File: config.mk
export PLATFORM = sky130hd
export DESIGN_NAME = instr_fetch_unit
export DESIGN_NICKNAME = d
export VERILOG_FILES = /design/src/rtl/instr_fetch_unit.sv
export SDC_FILE = /design/constraint.sdc
export NUM_CORES = 1
export LEC_CHECK = 0
export ABC_CLOCK_PERIOD_IN_PS = 2600
export BUFFER_PORTS_ARGS = -buffer_cell sky130_fd_sc_hd__buf_2
export CAP_MARGIN = 20
export CORE_MARGIN = 4
export CORE_UTILIZATION = 40
export CTS_CLUSTER_SIZE = 10
export DETAILED_ROUTE_END_ITERATION = 8
export PLACE_DENSITY = 0.81
export SETUP_SLACK_MARGIN = 0.2
export SYNTH_ARGS = -nofsm -noshare
export SYNTH_HDL_FRONTEND = slang
export SYNTH_SLANG_ARGS = --single-unit
File: constraint.sdc
create_clock -name CLK -period 2.6 [get_ports CLK]
set_input_delay 0 -clock CLK [delete_from_list [all_inputs] [get_ports CLK]]
set_output_delay 0 -clock CLK [all_outputs]
set_load 0.05 [all_outputs]
File: src/rtl/instr_fetch_unit.sv
// rtl/instr_fetch_unit.sv - single-outstanding instruction fetch unit with hold and misaligned-PC fault
module instr_fetch_unit #(
   parameter logic [63:0] RESET_PC = 64'h0000_0000_0000_0000
) (
   input  logic        CLK,
   input  logic        Reset,
   input  logic [63:0] NextPC,
   input  logic        InstrAccept,
   output logic        imem_req_valid,
   input  logic        imem_req_ready,
   output logic [63:0] imem_addr,
   input  logic        imem_rsp_valid,
   input  logic [31:0] imem_rsp_data,
   output logic [63:0] CurrentPC,
   output logic [31:0] Instruction,
   output logic        InstrValid,
   output logic        FetchFault,
   output logic [31:0] FetchCount
);

   typedef enum logic [1:0] {
      REQ   = 2'd0,
      WAIT  = 2'd1,
      HOLD  = 2'd2,
      FAULT = 2'd3
   } state_t;

   state_t state;

   // The request address is always the PC of the instruction in flight.
   assign imem_addr = CurrentPC;

   // Fetch sequencer: request, await response, hold for consumer, or park in fault.
   always_ff @(posedge CLK) begin
      if (Reset) begin
         state          <= REQ;
         CurrentPC      <= RESET_PC;
         Instruction    <= 32'h0;
         InstrValid     <= 1'b0;
         FetchFault     <= 1'b0;
         FetchCount     <= 32'h0;
         imem_req_valid <= 1'b0;
      end else begin
         case (state)
            REQ: begin
               // req_valid is low only in the first cycle out of reset, so a
               // ready seen then is not a handshake.
               if (imem_req_valid && imem_req_ready) begin
                  imem_req_valid <= 1'b0;
                  state          <= WAIT;
               end else begin
                  imem_req_valid <= 1'b1;
               end
            end
            WAIT: begin
               if (imem_rsp_valid) begin
                  Instruction <= imem_rsp_data;
                  InstrValid  <= 1'b1;
                  state       <= HOLD;
               end
            end
            HOLD: begin
               if (InstrAccept) begin
                  CurrentPC  <= NextPC;
                  FetchCount <= FetchCount + 32'd1;
                  InstrValid <= 1'b0;
                  if (NextPC[1:0] == 2'b00) begin
                     imem_req_valid <= 1'b1;
                     state          <= REQ;
                  end else begin
                     FetchFault <= 1'b1;
                     state      <= FAULT;
                  end
               end
            end
            FAULT: begin
               imem_req_valid <= 1'b0;
               InstrValid     <= 1'b0;
               FetchFault     <= 1'b1;
            end
            default: begin
               state <= REQ;
            end
         endcase
      end
   end

endmodule

==> results.yml <==
status:
  result_of_the_run: "complete, no violations"
clock_network:
  cts.reportedPaths.clkPinSlew_ns: 0.06
  tritoncts.num_buffers: 17
  ctsLongestPathBuffers: 2
  post_cts.repair.setup_buffers: 0
  worst_skew_pair.late_latency_ns: 0.41
  clock_tree.htree_level_count: 4
  cell_at_the_root_of_the_clock_tree: "clkbuf_16"
  cts.sink_count: 133
  tritoncts: "done"
synthesis:
  synthesis.nets: 815
  synth_edf_count: 0
  top_cell_type_by_total_area_after_synthesis: "dfxtp_1"
  netlist-cell-type-count: 36
  synth_seq_cells: 133
  synth-seq-area-share_pct: 47.2
  netlist_area_mm2: 0.00564
  asyncSetResetFlopFracSynth_pct: 0
  synthTopCellsByCount: "211 x nand2_1, 133 x dfxtp_1, 122 x a21oi_1, 64 x buf_4, 33 x clkbuf_1"
  yosysMostFrequentCell: "nand2_1"
  synthesis.area_per_instance_um2: 7.96
  yosys_warnings: 0
  yosys.area.top_type_share_pct: 47.2
  syn-instance-count: 709
  postSynth.topFlopCell: "dfxtp_1"
  cells_taking_the_most_area_after_synthesis: "dfxtp_1 47%, nand2_1 14%, a21oi_1 11%, buf_4 8.5%, clkbuf_1 2.2%"
critical_path:
  path_depth: 6
  critical_path_end_type: "flop"
  timing.critical_path.cells: "inv_1 -> ha_2 -> nand4_1 -> or3_4 -> or4_1 -> a21oi_1"
  maximum_fanout_count_along_the_critical_path: 15
  worstSetupStartpoint: "state[0]$_SDFFE_PP0P_"
  reg2reg_from: "state[0]$_SDFFE_PP0P_"
  required_ns: 2.94
  timing.reg2reg.worst_path_depth: 6
  cp.buffers_inverters: 1
  timing_worst_setup_path_type: "flop to flop"
  arrival_ns: 2.50
  worstSetupStartpointType: "flop"
  slowest_stage: "or4_1"
  timing.critical_path.slowest_cell_delay_ns: 0.51
  crit-reg2reg-capture: "FetchCount[22]$_SDFFE_PP0P_"
  r2r_slack_ns: 0.43
  critPathTopFamily: "simple AND/OR/NAND/NOR gates"
  endpoint: "FetchCount[22]$_SDFFE_PP0P_"
power:
  power.clock.fraction_pct: 41.3
  vdd.ir_drop.worst_v: 0.000559
  p_sw_w: 0.00162
  seq_power_share_pct: 40.0
  power_per_cell_area_mw_per_mm2: 660
  sw_frac_of_total_pct: 29.4
  power.share.combinational_pct: 18.8
  static_power_due_to_leakage_nw: 3.71
  p_int_w: 0.00388
global_routing:
  maximum_number_of_pins_on_one_net_before_global_route_repair: 59
  first_global_vias: 5776
  grt_first_pass_wirelength_mm: 29.3
  gr-usage-all-layers_pct: 22.3
  global_route.overflow_total: 0
  antenna_found_initial: 0
drt:
  dr.first_iter.drc_count: 396
  detailroute.via_count: 6069
  detail_route.wl_per_cell_um: 15.3
  via_per_inst: 5.01
  wire_length_reported_by_the_detailed_router_mm: 18.5
  post-route-drc-count: 0
  antenna_left: 0
  firstDrtPassIters: 5
floorplanning:
  die_x_um: 127
  design.core.area_mm2: 0.0138
  start_util_pct: 40.8
  die_h_um: 127
  top_level_ports: 296
  rows: 43
  dieArea_mm2: 0.0161
finish:
  final_layout_size_suffix_gt1_share_pct: 32.6
  antenna_cells_inserted: 0
  final-seq-area_mm2: 0.00266
  num-fill-cells: 1144
  area_growth_pct: 47.5
  footprint_of_the_multi_input_gates_mm2: 0.00230
  design.final.nets: 1125
place:
  final_weighted_congestion_of_routability_driven_global_placement: 0.805
  detailedPlacementHpwl_mm: 11.9
  place.port_buffers: 295
timing:
  final_critical_path_time_including_i_o_delays_and_setup_ns: 2.17
  clock_skew_ns: 0.00495
  finalSetupTns_ns: 0
  achievable_frequency_mhz: 462
  setup-violations-final: 0
  timing.final.max_slew_violations: 0
  slew_headroom_pct: 50.6
  rsz0062_at_grt: "no"
  tightestPinTransition_ns: 0.734
  post-route-period-util_pct: 83.3
  final_hold_viol_count: 0
  hold_ws_ns: 0.0593
hold_path:
  worst_hold_check_path_type: "primary input to flop"
  min_from: "Reset"
run:
  maxCapViolCount: 0
## cell families after synthesis
| group | count (synthesis) | share of synthesized area (%) |
|---|---|---|
| buffers and inverters | 116 | 12.2 |
| xor gates and xnor gates | 11 | 1.71 |
| DFF | 133 | 47.2 |
| AOI/OAI and AO/OA | 150 | 14.5 |
| adders and majority gates | 5 | 1.11 |
| and+or+nand+nor | 294 | 23.4 |
## repair_timing
action / CTS / global route
endpoints found under the hold margin: 99 / 0
hold buffers: 97 / 0
endpoints found under the setup margin: 0 / 9
gates resized for setup: 0 / 2
## power by group through the flow
stage	combinational, W	clock, W	sequential, W
floorplan	0.000364	0	0.00253
global placement	0.000895	0	0.00223
detailed placement	0.000901	0	0.00224
CTS	0.00102	0.00233	0.00219
global route	0.00110	0.00243	0.00221
finish	0.00103	0.00227	0.00220
## cell usage in the layout (no fill, tap or decap), types with 4 or more instances in the layout
cell,Yosys,final
buf_2,3,294
nand2_1,211,210
dfxtp_1,133,133
a21oi_1,122,122
dlygate4sd3_1,0,97
nor2_1,17,17
clkbuf_16,0,17
nand3_1,11,11
or4_1,10,10
xnor2_1,10,10
inv_1,9,9
o31ai_1,9,9
nand4_1,8,8
o41ai_1,8,8
nor4_1,7,7
o21ai_0,7,7
or3_1,7,6
nand4bb_1,4,4
ha_1,5,4
clkinv_2,0,4
clkbuf_8,0,4
buf_4,64,4
## layer usage
| layer | track usage, % | up-vias | share of wire (%) |
|---|---|---|---|
| met5 | 0 | - | 0 |
| met4 | 8.14 | 0 | 2.2 |
| met3 | 8.25 | 38 | 9.4 |
| met2 | 36.8 | 306 | 49 |
| met1 | 26.8 | 2780 | 39 |
| li1 | - | 2945 | - |
## flip-flops by register name, summed over array words and instances (netlist names)
| register | flops |
|---|---|
| Instruction | 32 |
| CurrentPC | 64 |
| state | 2 |
| FetchCount | 32 |
| imem_req_valid | 1 |
| FetchFault | 1 |
| InstrValid | 1 |
## worst min path at each step
stage	end	slack [ns]	depth (start not counted)
2_1_floorplan	Instruction[0]$_SDFFE_PP0P_	0.14	2
3_3_place_gp	CurrentPC[47]$_SDFFE_PP0P_	0.24	3
3_5_place_dp	Instruction[29]$_SDFFE_PP0P_	0.25	3
4_1_cts	FetchCount[0]$_SDFFE_PP0P_	0.03	2
5_1_grt	FetchCount[0]$_SDFFE_PP0P_	0.06	2
6_report	FetchCount[4]$_SDFFE_PP0P_	0.06	2
## through the flow
stage	utilization (%)	cell area (um2)	setup WS [ns]	total power (W)	std cells
finish	60.2	8320	0.434	0.00550	1212
global route	60.2	8320	0.255	0.00574	1212
floorplan	-	5640	0.486	0.00289	709
detailed placement	49.0	6780	0.242	0.00314	1083
CTS	60.1	8320	0.201	0.00554	1212
global placement	49.0	6780	0.355	0.00313	1083
## final cells by class
cell class / count / share of cell area, %
Inverter: 9 / 0.406
Tap cell: 180 / 2.71
Clock inverter: 8 / 0.887
Sequential cell: 133 / 32.0
Multi-Input combinational cell: 460 / 27.7
Timing Repair Buffer: 398 / 30.4
Clock buffer: 24 / 5.91
(Power assumes the default switching activity.)
